[src/rtl/ppu_pkg.sv]
`default_nettype none
// ============================================================================
//  Module      : ppu_pkg
//  Description : Shared limits and helper functions for the post-processing
//                unit (output saturation bounds, window-counter width,
//                saturate and signed-max helpers).
//  Revision    : 1.0 - initial release
// ============================================================================
package ppu_pkg;

    // Window counter width for a given largest pooling window (counts 0..N-1).
    function automatic int win_cnt_w(input int pool_max);
        return (pool_max <= 2) ? 1 : $clog2(pool_max);
    endfunction

    // Largest representable signed output value for an OUT_W-bit lane.
    function automatic longint qmax(input int out_w);
        return (longint'(1) <<< (out_w - 1)) - longint'(1);
    endfunction

    // Smallest representable signed output value for an OUT_W-bit lane.
    function automatic longint qmin(input int out_w);
        return -(longint'(1) <<< (out_w - 1));
    endfunction

    // Clamp a wide signed value into the OUT_W-bit signed range.
    function automatic longint sat(input longint v, input int out_w);
        if (v > qmax(out_w)) begin
            return qmax(out_w);
        end else if (v < qmin(out_w)) begin
            return qmin(out_w);
        end
        return v;
    endfunction

    // Signed maximum of two values.
    function automatic longint smax(input longint a, input longint b);
        return (a > b) ? a : b;
    endfunction

endpackage
`default_nettype wire

[src/rtl/ppu_lane.sv]
`default_nettype none
// ============================================================================
//  Module      : ppu_lane
//  Description : One channel of the post-processing unit: ReLU, arithmetic
//                right-shift requantisation (optionally rounded), saturation,
//                running-max register and registered output lane.
//                Rounding is enabled by defining PPU_ROUND_EN; otherwise the
//                shift truncates toward minus infinity.
//  Revision    : 1.0 - initial release
// ============================================================================
module ppu_lane
    import ppu_pkg::*;
#(
    parameter int IN_W    = 32,
    parameter int OUT_W   = 8,
    parameter int SHIFT_W = 6
) (
    input  logic               clk,
    input  logic               rst,
    input  logic [IN_W-1:0]    x_i,
    input  logic [SHIFT_W-1:0] shift_i,
    input  logic               relu_en_i,
    input  logic               beat_i,     // accepted beat that is not cleared
    input  logic               first_i,    // beat opens a window
    input  logic               last_i,     // beat closes a window
    input  logic               clear_i,
    output logic [OUT_W-1:0]   out_o
);

    logic signed [IN_W:0]    w_r;
    logic signed [IN_W:0]    w_adj;
    logic signed [IN_W:0]    w_sh;
    logic signed [OUT_W-1:0] w_q;
    logic signed [OUT_W-1:0] w_max;
    logic signed [OUT_W-1:0] run_q;
    logic signed [OUT_W-1:0] run_d;
    logic        [OUT_W-1:0] out_q;
    logic        [OUT_W-1:0] out_d;

    // Quantise the incoming word and fold it into the running maximum.
    always_comb begin
        // Sign-extend by one bit so rounding can never overflow.
        w_r = {x_i[IN_W-1], x_i};
        if (relu_en_i && x_i[IN_W-1]) begin
            w_r = '0;
        end

        w_adj = w_r;
`ifdef PPU_ROUND_EN
        if ((shift_i != '0) && (int'(shift_i) <= IN_W)) begin
            w_adj = w_r + ({{IN_W{1'b0}}, 1'b1} << (shift_i - 1'b1));
        end
`endif

        if (int'(shift_i) >= IN_W) begin
            w_sh = {(IN_W+1){w_adj[IN_W]}};
        end else begin
            w_sh = w_adj >>> shift_i;
        end

        w_q   = OUT_W'(sat(longint'(w_sh), OUT_W));
        w_max = OUT_W'(smax(longint'(run_q), longint'(w_q)));

        run_d = run_q;
        out_d = out_q;
        if (clear_i) begin
            run_d = '0;
        end else if (beat_i) begin
            run_d = first_i ? w_q : w_max;
            if (last_i) begin
                out_d = first_i ? w_q : w_max;
            end
        end
    end

    // Running-max and output lane registers.
    always_ff @(posedge clk or posedge rst) begin
        if (rst) begin
            run_q <= '0;
            out_q <= '0;
        end else begin
            run_q <= run_d;
            out_q <= out_d;
        end
    end

    assign out_o = out_q;

endmodule
`default_nettype wire

[src/rtl/ppu_array.sv]
`default_nettype none
// ============================================================================
//  Module      : ppu_array
//  Description : Multi-lane post-processing unit between the PE-array drain
//                and the output buffer writer. Holds the pooling window
//                counter, valid/ready handshakes and clear handling; the
//                per-lane datapath lives in ppu_lane.
//                Optional feature macro: PPU_ROUND_EN (round half up).
//  Revision    : 1.0 - initial release
// ============================================================================
module ppu_array
    import ppu_pkg::*;
#(
    parameter int LANES    = 4,
    parameter int IN_W     = 32,
    parameter int OUT_W    = 8,
    parameter int SHIFT_W  = 6,
    parameter int POOL_MAX = 4
) (
    input  logic                         clk,
    input  logic                         rst,
    input  logic                         in_valid,
    output logic                         in_ready,
    input  logic [LANES*IN_W-1:0]        in_data,
    input  logic [SHIFT_W-1:0]           cfg_shift,
    input  logic                         cfg_relu_en,
    input  logic                         cfg_pool_en,
    input  logic [$clog2(POOL_MAX+1)-1:0] cfg_pool_size,
    input  logic                         clear,
    output logic                         out_valid,
    input  logic                         out_ready,
    output logic [LANES*OUT_W-1:0]       out_data,
    output logic                         busy
);

    localparam int CW  = win_cnt_w(POOL_MAX);
    localparam int PSW = $clog2(POOL_MAX + 1);

    logic [CW-1:0]  win_cnt_q;
    logic [CW-1:0]  win_cnt_d;
    logic           out_valid_q;
    logic           out_valid_d;
    logic [PSW-1:0] w_n_eff;
    logic [PSW-1:0] w_n_m1;
    logic [PSW-1:0] w_win_ext;
    logic           w_accept;
    logic           w_beat;
    logic           w_first;
    logic           w_last;

    assign in_ready = !out_valid_q || out_ready;

    // Effective window length, window position and next handshake state.
    always_comb begin
        w_n_eff = PSW'(1);
        if (cfg_pool_en && (cfg_pool_size != '0)) begin
            w_n_eff = (cfg_pool_size > PSW'(POOL_MAX)) ? PSW'(POOL_MAX) : cfg_pool_size;
        end
        w_n_m1    = w_n_eff - PSW'(1);
        w_win_ext = PSW'(win_cnt_q);

        w_accept = in_valid && in_ready;
        w_beat   = w_accept && !clear;       // clear drops a coincident beat
        w_first  = (win_cnt_q == '0);
        // ">=" so an illegal mid-window size change still closes the window.
        w_last   = (w_win_ext >= w_n_m1);

        win_cnt_d = win_cnt_q;
        if (clear) begin
            win_cnt_d = '0;
        end else if (w_beat) begin
            win_cnt_d = w_last ? '0 : (win_cnt_q + CW'(1));
        end

        out_valid_d = out_valid_q;
        if (w_beat && w_last) begin
            out_valid_d = 1'b1;
        end else if (out_valid_q && out_ready) begin
            out_valid_d = 1'b0;
        end
    end

    // Window counter and output-valid registers.
    always_ff @(posedge clk or posedge rst) begin
        if (rst) begin
            win_cnt_q   <= '0;
            out_valid_q <= 1'b0;
        end else begin
            win_cnt_q   <= win_cnt_d;
            out_valid_q <= out_valid_d;
        end
    end

    assign out_valid = out_valid_q;
    assign busy      = (win_cnt_q != '0);

    for (genvar gi = 0; gi < LANES; gi++) begin : g_lane
        ppu_lane #(
            .IN_W    (IN_W),
            .OUT_W   (OUT_W),
            .SHIFT_W (SHIFT_W)
        ) u_lane (
            .clk       (clk),
            .rst       (rst),
            .x_i       (in_data[gi*IN_W +: IN_W]),
            .shift_i   (cfg_shift),
            .relu_en_i (cfg_relu_en),
            .beat_i    (w_beat),
            .first_i   (w_first),
            .last_i    (w_last),
            .clear_i   (clear),
            .out_o     (out_data[gi*OUT_W +: OUT_W])
        );
    end

endmodule
`default_nettype wire

[config.mk]
export PLATFORM = sky130hd
export DESIGN_NAME = ppu_array
export DESIGN_NICKNAME = d
export VERILOG_FILES = /design/src/rtl/ppu_pkg.sv /design/src/rtl/ppu_lane.sv /design/src/rtl/ppu_array.sv
export SDC_FILE = /design/constraint.sdc
export NUM_CORES = 1
export LEC_CHECK = 0
export ABC_AREA = 1
export ABC_CLOCK_PERIOD_IN_PS = 2600
export BUFFER_PORTS_ARGS = -buffer_cell sky130_fd_sc_hd__buf_2
export CORE_ASPECT_RATIO = 1.4
export CORE_MARGIN = 2
export CORE_UTILIZATION = 61
export DETAILED_ROUTE_END_ITERATION = 7
export PLACE_DENSITY = 0.84
export RECOVER_POWER = 25
export SKIP_CTS_REPAIR_TIMING = 1
export SLEW_MARGIN = 20
export SYNTH_ARGS = -nofsm -noshare
export SYNTH_HDL_FRONTEND = slang
export SYNTH_SLANG_ARGS = --single-unit
[constraint.sdc]
create_clock -name clk -period 2.6 [get_ports clk]
set_input_delay 0.13 -clock clk [delete_from_list [all_inputs] [get_ports clk]]
set_output_delay 0.13 -clock clk [all_outputs]
set_load 0.01 [all_outputs]
==> impl_metrics.json, run 1 <==
{
  "syn-cell-area_um2": 12700,
  "status": "stopped before the end",
  "post-place-ws_ns": -1.45,
  "die_h_um": 175,
  "io_pins": 179,
  "stop_stage": "global routing (5_1_grt)",
  "htree_num_levels": 3,
  "placed_area_um2": 15600,
  "syn-num-nets": 2601,
  "syn_area_per_cell_um2": 5.23,
  "globalplace.congestion": 1.01,
  "synth_ff_type": "dfrtp_1",
  "yosysWarnings": 0,
  "port_buffers": 178,
  "synth_edf_count": 0,
  "async_flop_share_pct": 100,
  "yosysUniqueCellTypes": 43,
  "ys_ff_latch": 67,
  "initial_core_util_pct": 61.9,
  "dp_hpwl_mm": 37.8,
  "synthSimpleGateAreaFrac_pct": 59.4,
  "cts_buffers": 9,
  "tool.error": "[ERROR GRT-0232] Routing congestion too high. Check the congestion heatmap in the GUI.",
  "clockBufferDepth": 2,
  "overflow": 33,
  "synth_top_family_by_area": "simple AND/OR/NAND/NOR gates",
  "synth-compound-area-share_pct": 12.9,
  "cts_sinks": 67,
  "root_buffer": "clkbuf_16",
  "synthXorXnorAreaFrac_pct": 0.0691,
  "syn_inst": 2421,
  "grt_use_total_pct": 80.6,
  "grt_max_degree": 68,
  "synthAdderAreaFrac_pct": 3.56,
  "crit_endpoint": "g_lane[3].u_lane.out_o[6]$_DFFE_PP0P_/D",
  "synth_mux_area_share_pct": 0.395,
  "rows": 62,
  "yosysSeqAreaShare_pct": 13.2,
  "die_w_um": 126,
  "endpoint_type": "sequential cell input"
}
## per-stage QoR
step	std cells	setup TNS (ns)
2_1_floorplan	2421	-45.21
3_3_place_gp	2987	-80.33
3_5_place_dp	2987	-88.23
4_1_cts	3001	-73.22
## Yosys cell counts, types with 5 or more instances
cell,instances,share of area [%]
inv_2,9,0.27
or2_2,28,1.4
dfrtp_1,67,13
mux2i_1,5,0.40
clkbuf_1,44,1.3
a31oi_1,12,0.59
nor3_1,5,0.20
buf_4,8,0.47
ha_1,36,3.6
nand4_1,9,0.44
nor2_1,103,3.1
inv_1,104,3.1
clkinv_1,5,0.15
nand3_2,5,0.40
buf_2,72,2.8
o21a_1,6,0.36
o21ai_0,121,4.8
nand3_1,667,26
nand2_1,885,26
o211ai_1,23,1.4
o21ai_1,58,2.3
a21oi_1,51,2.0
buf_6,13,1.2
nand2_2,12,0.59
buf_1,39,1.2
## per-layer routing
metal / GRT overflow / track usage, %
met1: 0 / 80.4
met2: 12 / 95.8
met3: 2 / 64.9
met4: 19 / 83.2
met5: 0 / 31.4
## logic make-up after synthesis
logic type / after synthesis
muxes: 5
DFF: 67
xor gates and xnor gates: 1
adders and majority gates: 36
buffers and inverters: 294
AOI/OAI and AO/OA: 295
and+or+nand+nor: 1723
==> run 2: changes to the inputs <==
CORE_ASPECT_RATIO = not set   (was 1.4)
CORE_UTILIZATION = 40   (was 61)
PLACE_DENSITY = not set   (was 0.84)
PLACE_DENSITY_LB_ADDON = 0.15   (was not set)
==> run 2 against run 1 <==
Against the previous run:
- synthesized area stayed put
- the flow now finishes, with violations (negative setup slack)
- synthesized cell count stayed put
==> impl_metrics.json, run 2 <==
{
  "die_h_um": 182,
  "power_leakage_nw": 9.47,
  "drc": 0,
  "synth_top_area_share_pct": 26.4,
  "yosysMostFrequentCell": "nand2_1",
  "rsz0062_at_grt": "true",
  "synth_ff_type": "dfrtp_1",
  "end_kind": "register",
  "drt_iter0_markers": 1594,
  "status": "finished, violations left",
  "ys_ff_latch": 67,
  "syn-num-nets": 2601,
  "place_inst": 3132,
  "cp_data_arrival_time_ns": 3.99,
  "die_w_um": 182,
  "hold_viol_final": 0,
  "crit_required_ns": 2.82,
  "layout_commonest_cell": "nand2_1",
  "path_clk_slew_ns": 0.06,
  "grt_max_degree": 57,
  "via_per_inst": 5.65,
  "min_period_over_period_pct": 145,
  "fin_cells": 3183,
  "grt_pass1_vias": 16500,
  "peakVddDrop_mv": 0.371,
  "hold_depth": 4,
  "rr_worst_depth": 16,
  "r2r-end": "g_lane[3].u_lane.out_o[1]",
  "yosysUniqueCellTypes": 43,
  "violations": "negative setup slack",
  "slew_headroom_pct": 20.9,
  "clock_latency_ns": 0.34,
  "overflow": 0,
  "io_pins": 179,
  "syn-cell-area_um2": 12700,
  "dp_hpwl_mm": 38.4,
  "min_path_type": "in2reg",
  "fin_hold_ws_ns": 0.139,
  "globalplace.congestion": 0.936,
  "worst_slew_pin_slew_ns": 1.19,
  "cts_buffers": 9,
  "htree_num_levels": 3,
  "nNetsFinal": 2957,
  "post-route-util_pct": 57.9,
  "port_buffers": 178,
  "area_growth_pct": 43.4,
  "drive_above_1_share_pct": 31.6,
  "root_buffer": "clkbuf_16",
  "yosysTopAreaCell": "nand3_1",
  "power_density_nw_per_um2": 387,
  "final_cell_mix": "825 x nand2_1, 554 x nand3_1, 280 x buf_4",
  "r2r_slack_ns": 0.20,
  "cts_sinks": 67,
  "rows": 65,
  "dr.pass1.iters": 6,
  "placed_area_um2": 15900,
  "finClkSkew_ns": 0.00802,
  "synth_edf_count": 0,
  "cap_violations": 0,
  "diodes": 0,
  "clockBufferDepth": 2,
  "initial_core_util_pct": 40.4,
  "worstReg2RegStart": "g_lane[3].u_lane.run_q[1]",
  "slowest_delay_ns": 0.25,
  "min_period_ns": 3.76,
  "wl_per_cell_um": 16.2,
  "synth_common_cells": "885 x nand2_1, 667 x nand3_1, 121 x o21ai_0, 104 x inv_1, 103 x nor2_1",
  "syn_inst": 2421,
  "routed_wl_mm": 51.5,
  "core-area_um2": 31400,
  "yosysSeqAreaShare_pct": 13.2,
  "start_kind": "input pin",
  "syn_area_per_cell_um2": 5.23,
  "antenna_found_initial": 0,
  "drv_slew": 0,
  "min_to": "out_valid",
  "antenna_left": 0,
  "final_area_um2": 18200,
  "async_flop_share_pct": 100,
  "synth_area_leaders": "nand3_1 26%, nand2_1 26%, dfrtp_1 13%",
  "die-area_um2": 33100,
  "yosysWarnings": 0,
  "timing.fmax_mhz": 266,
  "cts_tree": "done",
  "grt_pass1_wl_mm": 77.9,
  "crit_type": "in2reg",
  "critical_path.slowest_cell": "ha_4",
  "cp_max_fo": 8,
  "vias": 18000,
  "fin_ws_ns": -1.16,
  "finalSetupViolations": 64,
  "grt_use_total_pct": 28.5,
  "hp-start": "out_ready"
}
## run 2: logic make-up (layout without fill, tap and decap cells)
kind of cell / after synthesis / in the layout / synth area share (%)
simple gates: 1723 / 1727 / 59.4
compound gates: 295 / 295 / 12.9
buf+inv: 294 / 650 / 10.4
flops: 67 / 67 / 13.2
fa+ha+maj: 36 / 36 / 3.56
mux: 5 / 5 / 0.395
xor+xnor: 1 / 1 / 0.0691
## run 2: critical path, delay by kind of cell
kind / cells / cell delay [ns]
buffers and inverters: 10 / 1.04
muxes: 1 / 0.21
adders and majority gates: 1 / 0.25
and+or+nand+nor: 13 / 1.23
AOI/OAI and AO/OA: 9 / 1.11
## run 2: stage by stage
step | power (mW) | setup WS [ns] | setup TNS, ns
global placement | 5.15 | -1.47 | -87.88
global route | 7.55 | -1.43 | -82.40
finish | 7.03 | -1.16 | -66.00
floorplan | 3.72 | -0.809 | -45.21
detailed placement | 5.19 | -1.51 | -89.22
CTS | 6.53 | -1.18 | -68.93
## run 2: cell type report
type                            count  area (um^2)
Clock buffer                       11          243
Clock inverter                      4         75.1
Fill cell                        3137        13200
Inverter                          118          457
Multi-Input combinational cell   2064        11100
Sequential cell                    67         1680
Tap cell                          402          503
Timing Repair Buffer              517         4110
## run 2: worst max path at each step
stage / endpoint / start
after CTS: g_lane[3].u_lane.out_o[4] / cfg_relu_en
after global routing: g_lane[1].u_lane.run_q[0] / cfg_relu_en
after floorplan: g_lane[1].u_lane.out_o[7] / cfg_relu_en
after detailed placement: g_lane[1].u_lane.run_q[1] / cfg_relu_en
final: g_lane[1].u_lane.run_q[1] / cfg_relu_en
after global placement: g_lane[1].u_lane.run_q[6] / cfg_relu_en
## run 2: routing by layer
metal / share of wire [%] / GRT usage, % / vias to the layer above / routed length [um]
li1: - / - / 8862 / -
met1: 40 / 33.2 / 8338 / 20700
met2: 51 / 53.2 / 625 / 26100
met3: 4.4 / 2.13 / 164 / 2290
met4: 4.7 / 13.1 / 0 / 2410
met5: 0 / 0 / - / 0
## run 2: power breakdown
group	total, mW	leakage, nW	switching [mW]	internal (mW)
Clock	1.32	0.148	0.462	0.860
Combinational	4.19	8.47	2.44	1.75
Sequential	1.52	0.852	0.182	1.34
Total	7.03	9.47	3.08	3.95
No activity file was read; power rests on OpenSTA's default activity.
==> run 3: changes to the inputs <==
CELL_PAD_IN_SITES_DETAIL_PLACEMENT = 1   (was not set)
CELL_PAD_IN_SITES_GLOBAL_PLACEMENT = 1   (was not set)
==> run 3 against run 2 <==
Against the previous run:
- the flow finishes with violations (max-capacitance violations, max-slew violations, negative setup slack)
- critical path depth grew 1
- clock power shrank 17%
- fmax shrank 11%
- core utilization grew 0.98 points
==> impl_metrics.json, run 3 (synthesized netlist as in run 2, its figures left out) <==
{
  "diodes": 0,
  "area_growth_pct": 45.9,
  "clockBufferDepth": 2,
  "fill_cells": 4400,
  "cts_buffers": 9,
  "critical_path.slowest_cell": "or2_4",
  "initial_core_util_pct": 40.4,
  "min_period_ns": 4.21,
  "via_per_inst": 6.27,
  "rsz0062_at_grt": "true",
  "cp_max_fo": 8,
  "die_w_um": 182,
  "dp_hpwl_mm": 45.1,
  "peakVddDrop_mv": 0.381,
  "root_buffer": "clkbuf_16",
  "drt_iter0_markers": 1821,
  "io_pins": 179,
  "post-route-util_pct": 58.9,
  "min_period_over_period_pct": 162,
  "cp_data_arrival_time_ns": 4.43,
  "fin_ws_ns": -1.61,
  "cts_sinks": 67,
  "slew_headroom_pct": -18.7,
  "die-area_um2": 33100,
  "grt_use_total_pct": 33.9,
  "place_inst": 3151,
  "min_path_type": "in2reg",
  "violations": "max-capacitance violations, max-slew violations, negative setup slack",
  "grt_pass1_wl_mm": 92.9,
  "routed_wl_mm": 72.6,
  "slowest_delay_ns": 0.30,
  "port_buffers": 178,
  "rows": 65,
  "hold_viol_final": 0,
  "crit_required_ns": 2.81,
  "nNetsFinal": 2991,
  "start_kind": "input pin",
  "overflow": 0,
  "dr.pass1.iters": 5,
  "crit_type": "in2reg",
  "finClkSkew_ns": 0.00740,
  "drv_slew": 68,
  "setup_tns_ns": -83.56,
  "layout_commonest_cell": "nand2_1",
  "finalSetupViolations": 64,
  "globalplace.congestion": 0.948,
  "fin_cells": 3215,
  "die_h_um": 182,
  "core-area_um2": 31400,
  "htree_num_levels": 3,
  "drive_above_1_share_pct": 34.5,
  "vias": 20200,
  "timing.fmax_mhz": 237,
  "power_leakage_nw": 9.71,
  "end_kind": "register",
  "drc": 0,
  "status": "finished, violations left",
  "clock_latency_ns": 0.34,
  "cts_tree": "done",
  "path_clk_slew_ns": 0.06,
  "grt_pass1_vias": 19200,
  "worst_slew_pin_slew_ns": 1.78,
  "post-place-ws_ns": -1.76,
  "antenna_found_initial": 0,
  "cap_violations": 1,
  "power_density_nw_per_um2": 394,
  "final_cell_mix": "824 x nand2_1, 499 x nand3_1, 321 x buf_4",
  "wl_per_cell_um": 22.6,
  "crit_top_cell": "nand2_1",
  "grt_max_degree": 68,
  "antenna_left": 0
}
run 3: changes by cell type in the layout (fill, tap and decap cells not counted), moves of 7 or more:
cell,before,now
nand3_4,13,3
buf_4,280,321
o21ai_0,79,72
nand3_1,554,499
nand3_2,105,170
o21ai_1,47,56
run 3: worst max-delay path, delay by kind of cell:
family / cells / cell delay (ns)
fa+ha+maj: 1 / 0.18
simple gates: 24 / 2.86
buf+inv: 4 / 0.47
compound gates: 6 / 0.71
run 3: final cells by class:
cell class	count	area, um^2	share of cell area [%]
Clock buffer	10	239	1.29
Timing Repair Buffer	546	4230	22.9
Sequential cell	67	1680	9.07
Multi-Input combinational cell	2069	11400	61.4
Clock inverter	3	17.5	0.0948
Tap cell	402	503	2.72
Inverter	118	462	2.50
run 3: path summary, 6_finish.rpt:
kind | start | endpoint | slack (ns) | cells past startpoint
setup / recovery | cfg_relu_en | g_lane[3].u_lane.run_q[2] | -1.61 | 35
hold / removal | out_ready | out_valid | 0.15 | 4
setup reg to reg | g_lane[3].u_lane.run_q[1] | g_lane[3].u_lane.run_q[2] | -0.05 | 16
hold reg to reg | g_lane[1].u_lane.out_o[5] | g_lane[1].u_lane.out_o[5] | 0.48 | 2
max in group asynchronous | rst | g_lane[3].u_lane.out_o[0] | 1.13 | 3
min in group asynchronous | rst | g_lane[1].u_lane.run_q[1] | 0.40 | 3
run 3: per-stage QoR:
stage	power, mW	hold WS [ns]	area, um^2
3_5_place_dp	5.33	0.434	15900
4_1_cts	6.47	0.0823	16200
6_report	7.28	0.151	18500
3_3_place_gp	5.15	0.427	15900
2_1_floorplan	3.72	0.340	12800
5_1_grt	7.69	0.161	18500
run 3: layer usage:
metal  up-vias  wire (um)  share of wire, %  track usage, %
met1      9679      26500                36            37.5
met4         0       5850               8.1            13.1
met5         -          0                 0               0
met3       462       4460               6.1            2.73
met2      1100      35800                49            66.7
li1       8919          -                 -               -
run 3: power breakdown:
part           switching, mW  internal (mW)
registers              0.198           1.34
logic                   2.86           1.79
clock network          0.451          0.651
